## src/rtl/quad_counter_if.sv

```systemverilog
// Quadrature counter bus: encoder/strobe inputs toward the counter and the
// count, snapshot and status outputs back to the host side.
interface quad_counter_if #(
  parameter int ERR_W = 8
) ();
  logic             enc_a;
  logic             enc_b;
  logic             clear;
  logic             snap;
  logic [31:0]      position;
  logic [31:0]      snapshot;
  logic             step;
  logic             dir;
  logic [ERR_W-1:0] err_cnt;
  logic             ready;

  modport master (
    output enc_a, enc_b, clear, snap,
    input  position, snapshot, step, dir, err_cnt, ready
  );

  modport slave (
    input  enc_a, enc_b, clear, snap,
    output position, snapshot, step, dir, err_cnt, ready
  );
endinterface

```

## src/rtl/quad_counter.sv

```systemverilog
// Quadrature encoder counter: synchronizes and glitch-filters channels A/B,
// decodes Gray-code steps into a signed 32-bit position, counts illegal
// double-bit transitions and provides a host-coherent snapshot register.
module quad_counter #(
  parameter int FILT_LEN = 4,
  parameter int ERR_W    = 8
) (
  input logic           clk,
  input logic           reset,
  quad_counter_if.slave bus
);

  typedef enum logic {INIT, RUN} stateT;

  localparam logic [4:0] INIT_LAST = 5'(FILT_LEN + 1);
  localparam logic [3:0] FILT_LAST = 4'(FILT_LEN - 1);

  logic             aMeta, aSync, bMeta, bSync;
  stateT            state;
  logic             readyReg;
  logic [4:0]       initCnt;
  logic [3:0]       aCnt, bCnt;
  logic             aFilt, bFilt, aPrev, bPrev;
  logic [31:0]      posReg, posNext, snapReg;
  logic             stepReg, dirReg;
  logic [ERR_W-1:0] errReg;
  logic [1:0]       idxNow, idxPrev, idxDelta;
  logic             moved, badMove, runLegal, runBad, forward;

  // Two-flop synchronizers bring the asynchronous encoder pins into clk.
  always_ff @(posedge clk) begin
    if (reset) begin
      aMeta <= 1'b0;
      aSync <= 1'b0;
      bMeta <= 1'b0;
      bSync <= 1'b0;
    end else begin
      aMeta <= bus.enc_a;
      aSync <= aMeta;
      bMeta <= bus.enc_b;
      bSync <= bMeta;
    end
  end

  // INIT waits FILT_LEN+2 cycles so synchronizers and filters settle, then RUN.
  always_ff @(posedge clk) begin
    if (reset) begin
      state    <= INIT;
      initCnt  <= 5'd0;
      readyReg <= 1'b0;
    end else begin
      case (state)
        INIT: begin
          if (initCnt == INIT_LAST) begin
            state    <= RUN;
            readyReg <= 1'b1;
          end else begin
            initCnt <= initCnt + 5'd1;
          end
        end
        RUN: begin
          state    <= RUN;
          readyReg <= 1'b1;
        end
        default: begin
          state    <= INIT;
          readyReg <= 1'b0;
        end
      endcase
    end
  end

  // Glitch filter: a new level is accepted only after FILT_LEN steady cycles;
  // in INIT both filtered and previous levels track the pins so RUN starts quiet.
  always_ff @(posedge clk) begin
    if (reset) begin
      aCnt  <= 4'd0;
      bCnt  <= 4'd0;
      aFilt <= 1'b0;
      bFilt <= 1'b0;
      aPrev <= 1'b0;
      bPrev <= 1'b0;
    end else if (state == INIT) begin
      aCnt  <= 4'd0;
      bCnt  <= 4'd0;
      aFilt <= aSync;
      bFilt <= bSync;
      aPrev <= aSync;
      bPrev <= bSync;
    end else begin
      aPrev <= aFilt;
      bPrev <= bFilt;
      if (aSync == aFilt) begin
        aCnt <= 4'd0;
      end else if (aCnt == FILT_LAST) begin
        aFilt <= aSync;
        aCnt  <= 4'd0;
      end else begin
        aCnt <= aCnt + 4'd1;
      end
      if (bSync == bFilt) begin
        bCnt <= 4'd0;
      end else if (bCnt == FILT_LAST) begin
        bFilt <= bSync;
        bCnt  <= 4'd0;
      end else begin
        bCnt <= bCnt + 4'd1;
      end
    end
  end

  // Gray pair mapped to a 2-bit phase; +1 phase is forward, -1 is reverse.
  always_comb begin
    idxNow   = {aFilt, aFilt ^ bFilt};
    idxPrev  = {aPrev, aPrev ^ bPrev};
    idxDelta = idxNow - idxPrev;
    moved    = (aFilt != aPrev) || (bFilt != bPrev);
    badMove  = (aFilt != aPrev) && (bFilt != bPrev);
    runLegal = (state == RUN) && moved && !badMove;
    runBad   = (state == RUN) && badMove;
    forward  = (idxDelta == 2'd1);
    posNext  = posReg;
    if (bus.clear) begin
      posNext = 32'd0;
    end else if (runLegal) begin
      posNext = forward ? posReg + 32'd1 : posReg - 32'd1;
    end
  end

  // Position, snapshot, step/dir and the saturating error count.
  always_ff @(posedge clk) begin
    if (reset) begin
      posReg  <= 32'd0;
      snapReg <= 32'd0;
      stepReg <= 1'b0;
      dirReg  <= 1'b0;
      errReg  <= '0;
    end else begin
      posReg  <= posNext;
      stepReg <= runLegal;
      if (bus.snap) begin
        snapReg <= posReg;
      end
      if (runLegal) begin
        dirReg <= forward;
      end
      if (runBad && (errReg != {ERR_W{1'b1}})) begin
        errReg <= errReg + ERR_W'(1);
      end
    end
  end

  assign bus.position = posReg;
  assign bus.snapshot = snapReg;
  assign bus.step     = stepReg;
  assign bus.dir      = dirReg;
  assign bus.err_cnt  = errReg;
  assign bus.ready    = readyReg;

endmodule

```

## src/flat_wrapper.sv

```systemverilog
// flat-port wrapper written by rule: the top's interface ports become plain ports
module quad_counter_flat 
#(
  parameter int FILT_LEN = 4,
  parameter int ERR_W    = 8
)
  (clk, reset, bus_enc_a, bus_enc_b, bus_clear, bus_snap, bus_position, bus_snapshot, bus_step, bus_dir, bus_err_cnt, bus_ready);
  quad_counter_if #(.ERR_W(ERR_W)) bus_i ();
  input logic clk;
  input logic reset;
  input wire logic [$bits(bus_i.enc_a)-1:0] bus_enc_a;
  input wire logic [$bits(bus_i.enc_b)-1:0] bus_enc_b;
  input wire logic [$bits(bus_i.clear)-1:0] bus_clear;
  input wire logic [$bits(bus_i.snap)-1:0] bus_snap;
  output wire logic [$bits(bus_i.position)-1:0] bus_position;
  output wire logic [$bits(bus_i.snapshot)-1:0] bus_snapshot;
  output wire logic [$bits(bus_i.step)-1:0] bus_step;
  output wire logic [$bits(bus_i.dir)-1:0] bus_dir;
  output wire logic [$bits(bus_i.err_cnt)-1:0] bus_err_cnt;
  output wire logic [$bits(bus_i.ready)-1:0] bus_ready;
  assign bus_i.enc_a = bus_enc_a;
  assign bus_i.enc_b = bus_enc_b;
  assign bus_i.clear = bus_clear;
  assign bus_i.snap = bus_snap;
  assign bus_position = bus_i.position;
  assign bus_snapshot = bus_i.snapshot;
  assign bus_step = bus_i.step;
  assign bus_dir = bus_i.dir;
  assign bus_err_cnt = bus_i.err_cnt;
  assign bus_ready = bus_i.ready;
  quad_counter #(.FILT_LEN(FILT_LEN), .ERR_W(ERR_W)) u_core (.clk(clk), .reset(reset), .bus(bus_i));
endmodule
```

## config.mk

```make
export PLATFORM = sky130hd
export DESIGN_NAME = quad_counter_flat
export DESIGN_NICKNAME = d
export VERILOG_FILES = /design/src/rtl/quad_counter_if.sv /design/src/rtl/quad_counter.sv /design/src/flat_wrapper.sv
export SDC_FILE = /design/constraint.sdc
export NUM_CORES = 1
export LEC_CHECK = 0
export CORE_MARGIN = 2
export CORE_UTILIZATION = 61
export DETAILED_ROUTE_END_ITERATION = 10
export DONT_BUFFER_PORTS = 1
export GPL_ROUTABILITY_DRIVEN = 0
export HOLD_SLACK_MARGIN = 0.1
export PLACE_DENSITY = 0.81
export REMOVE_ABC_BUFFERS = 1
export SLEW_MARGIN = 20
export SYNTH_ARGS = -nofsm -noshare
export SYNTH_HDL_FRONTEND = slang
export SYNTH_SLANG_ARGS = --single-unit
```

## constraint.sdc

```tcl
create_clock -name clk -period 4.61 [get_ports clk]
set_input_delay 0.461 -clock clk [delete_from_list [all_inputs] [get_ports clk]]
set_output_delay 0.461 -clock clk [all_outputs]
set_load 0.02 [all_outputs]
```

==> out/qor.txt, run 1 <==
Worst hold path cell count: 1
Starting density of the core: 0.620
FP Rows: 34
Outcome: finished clean
DR vias/cell: 6.08
R2r worst-path depth: 13
Worst path arrival time: 4.23 ns
Resize count post-CTS: 0
Total grt overflow: 0
Worst hold path type: primary input to flip-flop
Pin count of the biggest net entering global routing: 61
Setup TNS: 0 ns
Tcrit/Tclk final: 0.855
Top cell type's share of synthesized area: 0.363
Wire length of the first global-routing pass: 19700 um
Share of cells above drive strength 1: 0.0516
Combinational share of power: 0.155
DRC viols: 0
Max incr delay on CP: 0.51 ns
Detail Placement HPWL: 8150 um
DR WL/cell: 15.8 um
Area growth from synthesis to layout: 4.32%
FFs w/ async S/R, synth: 0
Main area contributors after synthesis: dfxtp_1, ha_1, mux2i_1
Number of CTS-inserted buffers: 9
RSZ-0062 raised after global routing: no
Max cap viols: 0
First DRT Iteration DRCs: 223
Clock sink total: 97
Input/output buffers: 0
Worst-path clk slew: 0.10 ns
Final hold viol count: 0
Top-level port count: 81
Count of unique library cells instantiated by Yosys: 60
CP Cell Sequence: xnor2_1, ha_1, or2_1, a21o_1, ha_1, a211o_1, and3_4, a2111oi_4, o211ai_2, o211ai_1, a31oi_1, xnor2_1, a211oi_1
Seq cells post-synth: 97
Worst Path Required: 4.90 ns
CTS max path bufs: 2
Endpoint class of the critical path: flip-flop
Die Ht: 97.7 um
Routed WL: 11500 um
Die Width: 97.7 um
EDFF count, synth: 0
Critical Setup Path Class: flip-flop to flip-flop
Synth Cell Area: 5360 um^2
CTS tree: built
Startpoint Class: flip-flop
Count of final max-slew check failures: 0
Vias in the first global route: 4352
Clock root buffer: clkbuf_8
Register area share after synthesis: 0.363
Drt first pass iters: 5
Cells after synthesis: 629
Initial antenna violation count: 0
VDD IR max: 148 uV
P_leak: 2.33 nW
Die area: 9550 um^2
Slew @ Worst Pin: 0.839 ns
Placement Setup Slack: 0.768 ns
Worst-path maximum fanout: 24
Sequential Power Share: 0.523
Synthesized area per cell: 8.52 um^2
Fin crit period: 3.94 ns
Fmax achieved: 254 MHz
Endpoints failing setup: 0
CP max stage cell: ha_1
Hold Worst Slack: 0.150 ns
Via Count: 4426
Post-route ant nets: 0
Setup ws final: 0.670 ns
Post-CTS Setup Repair Bufs: 0
Hold-fix buffer count after cts: 0
YS warnings: 0
Power per cell area: 295 nW/um^2
Clk_lat worst skew: 0.38 ns
Dominant synthesized flop cell: dfxtp_1
Int Pwr: 1.16 mW
Total Routing Usage GR: 0.245
Final nets: 661
Antenna diodes: 0
H-tree levels: 3
Switching power: 0.490 mW
Worst-case clock skew: 0.0188 ns
Cell accounting for the most synthesized area: dfxtp_1
Switching Share: 0.298
Clock power frac: 0.321
Core ar.: 8640 um^2
Filler Cell Count: 747
Slew headroom: 0.441
==> critical path, delay by kind of cell (launching register included) <==
family	cells	cell delay, ns
AO/OA/AOI/OAI	7	1.96
XOR/XNOR	2	0.27
AND/OR/NAND/NOR	2	0.40
flip-flops	1	0.49
adder cells (fa/ha/maj)	2	0.73
==> cell type report <==
cell class,instances,area (um^2),share of cell area
multi-input combinational,485,3230,0.578
sequential,97,1940,0.348
tap,108,135,0.0242
clock buffer,9,124,0.0222
inverter,18,67.6,0.0121
clock inverter,7,60.1,0.0107
timing repair buffer,4,30.0,0.00537
==> per-layer routing <==
layer	global-route usage	vias up	part of all wire
met5	0	-	0
met2	0.421	148	0.50
met4	0.0865	0	0.0084
met3	0.0540	11	0.062
li1	-	2175	-
met1	0.304	2092	0.43
==> cells by family (layout without fill, tap and decap cells) <==
logic type / Yosys count / after routing / synth area share
buffers and inverters: 47 / 38 / 0.0346
adders and majority gates: 40 / 40 / 0.0948
DFF: 97 / 97 / 0.363
muxes: 39 / 39 / 0.0729
and+or+nand+nor: 226 / 226 / 0.195
AOI/OAI and AO/OA: 138 / 138 / 0.170
xor gates and xnor gates: 42 / 42 / 0.0701
==> state kept, by name, indices dropped and copies added (netlist names), 4 cells and up <==
| register | count |
|---|---|
| u_core.bus.position | 32 |
| u_core.initCnt | 5 |
| u_core.aCnt | 4 |
| u_core.bus.err_cnt | 8 |
| u_core.bus.snapshot | 32 |
| u_core.bCnt | 4 |
==> worst paths after layout <==
| check | startpoint | endpoint | slack, ns |
|---|---|---|---|
| setup / recovery | u_core.aFilt | u_core.bus.position[28] | 0.67 |
| setup reg to reg | u_core.aFilt | u_core.bus.position[28] | 0.67 |
| hold / removal | reset | u_core.bus.snapshot[3] | 0.15 |
| hold reg to reg | u_core.aMeta | u_core.aSync | 0.46 |
==> synthesized netlist by cell type, types with 7 or more instances <==
cell type	count
xor2_1	17
a21oi_1	53
nor2_1	73
a21o_1	11
nor3_1	12
buf_2	7
nand4_1	11
nor2b_1	8
o21ai_0	8
inv_1	18
nand2_1	70
nand3_1	19
xnor2_1	24
mux2i_1	39
o21ai_1	16
ha_1	39
clkbuf_1	16
dfxtp_1	97
==> power by group through the flow <==
| stage | clock network (mW) | logic [mW] | registers (mW) |
|---|---|---|---|
| floorplan | 0 | 0.205 | 0.879 |
| global placement | 0 | 0.242 | 0.881 |
| detailed placement | 0 | 0.253 | 0.881 |
| CTS | 0.541 | 0.254 | 0.862 |
| global route | 0.571 | 0.286 | 0.864 |
| finish | 0.529 | 0.256 | 0.862 |
==> layout by cell type (no fill, tap or decap), types with 3 or more instances in the layout <==
cell type,n
nand2b_1,3
nor4_1,3
nor2_1,73
and3_1,3
a21oi_1,53
o21a_1,5
a211oi_1,6
a21o_1,11
o21ai_1,16
dfxtp_1,97
a31oi_1,6
o211ai_1,6
nor3_1,12
clkbuf_8,9
nand2_1,70
o21bai_1,4
inv_1,18
xor2_1,17
mux2i_1,39
nand3b_1,4
o21ai_0,8
and2_1,5
ha_1,39
nand3_1,19
nand4_1,11
xnor2_1,24
buf_4,4
nor2b_1,8
==> per-stage QoR <==
| step | util | cells | power (mW) | instance area, um^2 |
|---|---|---|---|---|
| after global placement | 0.626 | 712 | 1.12 | 5400 |
| after detailed placement | 0.626 | 712 | 1.13 | 5400 |
| after floorplan | - | 600 | 1.08 | 5240 |
| after global routing | 0.647 | 728 | 1.72 | 5590 |
| final | 0.647 | 728 | 1.65 | 5590 |
| after CTS | 0.647 | 728 | 1.66 | 5590 |
(Power assumes the default switching activity.)
==> run 2: changes to the inputs <==
Settings changed: CORE_UTILIZATION 61 to 55, PLACE_DENSITY 0.81 to 0.74.
==> out/qor.txt, run 2 (synthesis results as in run 1) <==
Routed WL: 11300 um
DR vias/cell: 5.70
Top-level port count: 81
Critical Setup Path Class: flip-flop to flip-flop
Clock power frac: 0.313
GR peak layer: met2
M2 GR Usage: 0.369
Worst Path Required: 4.91 ns
R2R setup slack: 0.79 ns
Most common cell after layout, fill and taps aside: dfxtp_1
Worst-path clk slew: 0.10 ns
Area growth from synthesis to layout: 4.70%
Setup ws final: 0.786 ns
Clk_lat worst skew: 0.38 ns
Clock root buffer: clkbuf_8
Die Ht: 103 um
Most frequent cells in the layout: dfxtp_1, nor2_1, nand2_1
Fin crit period: 3.82 ns
Sequential Power Share: 0.531
Worst-path maximum fanout: 21
Switching Share: 0.291
Worst path arrival time: 4.12 ns
Switching power: 0.472 mW
Clock sink total: 97
DRC viols: 0
Placement Setup Slack: 0.869 ns
P_leak: 2.33 nW
Vias in the first global route: 4098
Post-CTS Setup Repair Bufs: 0
H-tree levels: 3
CP max stage cell: ha_1
Post-route ant nets: 0
Via Count: 4285
Count of final max-slew check failures: 0
Core ar.: 9590 um^2
Final hold viol count: 0
Worst Setup EP: u_core.bus.position[28]
Crit path buffers/inverters: 0
Max incr delay on CP: 0.49 ns
Max cap viols: 0
Tot Pwr: 1.62 mW
Hold-fix buffer count after cts: 0
Resize count post-CTS: 0
DR WL/cell: 15.0 um
Stages on worst setup path: 13
Drt first pass iters: 4
Tcrit/Tclk final: 0.829
Wire length of the first global-routing pass: 18600 um
Number of CTS-inserted buffers: 9
Setup TNS: 0 ns
VDD IR max: 155 uV
Worst hold path type: primary input to flip-flop
Die area: 10500 um^2
Initial antenna violation count: 0
Largest delay share family, worst path: compound AO/OA/AOI/OAI gates
Met3 usage: 0.0603
Final nets: 661
Worst r2r src: u_core.aFilt
Input/output buffers: 0
RSZ-0062 raised after global routing: no
Int Pwr: 1.15 mW
First DRT Iteration DRCs: 216
Startpoint Class: flip-flop
R2r worst-path depth: 13
Worst-case clock skew: 0.0101 ns
Slew @ Worst Pin: 0.983 ns
Outcome: finished clean
Crit path from: u_core.aFilt
Share of cells above drive strength 1: 0.0501
Total Routing Usage GR: 0.221
Endpoints failing setup: 0
Starting density of the core: 0.558
Total grt overflow: 0
Power per cell area: 289 nW/um^2
Slew headroom: 0.344
Fmax achieved: 262 MHz
CTS tree: built
Endpoint class of the critical path: flip-flop
CP Cell Sequence: xnor2_1, ha_1, or2_1, a21o_1, ha_1, a211o_1, and3_4, a2111oi_4, o211ai_2, o211ai_1, a31oi_1, xnor2_1, a211oi_1
FP Rows: 36
Met1 usage in global routing: 0.276
Reg-to-Reg End: u_core.bus.position[28]
Pin count of the biggest net entering global routing: 61
CTS max path bufs: 2
Antenna diodes: 0
Detail Placement HPWL: 8040 um
Combinational share of power: 0.155
Die Width: 103 um
## run 2: worst min path at each step
stage                                         end  cells after the start            from
after detailed placement             u_core.aSync                      1    u_core.aMeta
after global placement             u_core.aCnt[0]                      1  u_core.aCnt[0]
final                     u_core.bus.snapshot[30]                      1           reset
after global routing                 u_core.bMeta                      1           reset
after CTS                 u_core.bus.snapshot[30]                      1           reset
after floorplan                      u_core.aSync                      1    u_core.aMeta
## run 2: power groups by stage
stage          clock [mW]  sequential [mW]  combinational, mW
2_1_floorplan           0            0.879              0.205
3_3_place_gp            0            0.881              0.244
3_5_place_dp            0            0.882              0.249
4_1_cts             0.528            0.862              0.250
5_1_grt             0.555            0.864              0.282
6_report            0.509            0.862              0.252
## run 2: final cells by class
type	instances	area [um^2]
inverters	18	67.6
repair buffers	4	30.0
well taps	133	166
multi-input cells	485	3230
clock buffers	9	124
clock inverters	6	48.8
fillers	873	3990
flip-flops and latches	97	1940
## run 2: per-stage QoR
step	cell area, um^2	utilization	instances	hold WS (ns)
after floorplan	5240	-	600	0.414
after global placement	5440	0.567	737	0.429
after detailed placement	5440	0.567	737	0.433
after CTS	5610	0.585	752	0.131
after global routing	5610	0.585	752	0.128
final	5610	0.585	752	0.149
## run 2: per-layer routing
metal | routed length (um) | share of wire
met3 | 658 | 0.058
met1 | 5180 | 0.46
met2 | 5260 | 0.47
met5 | 0 | 0
met4 | 206 | 0.018
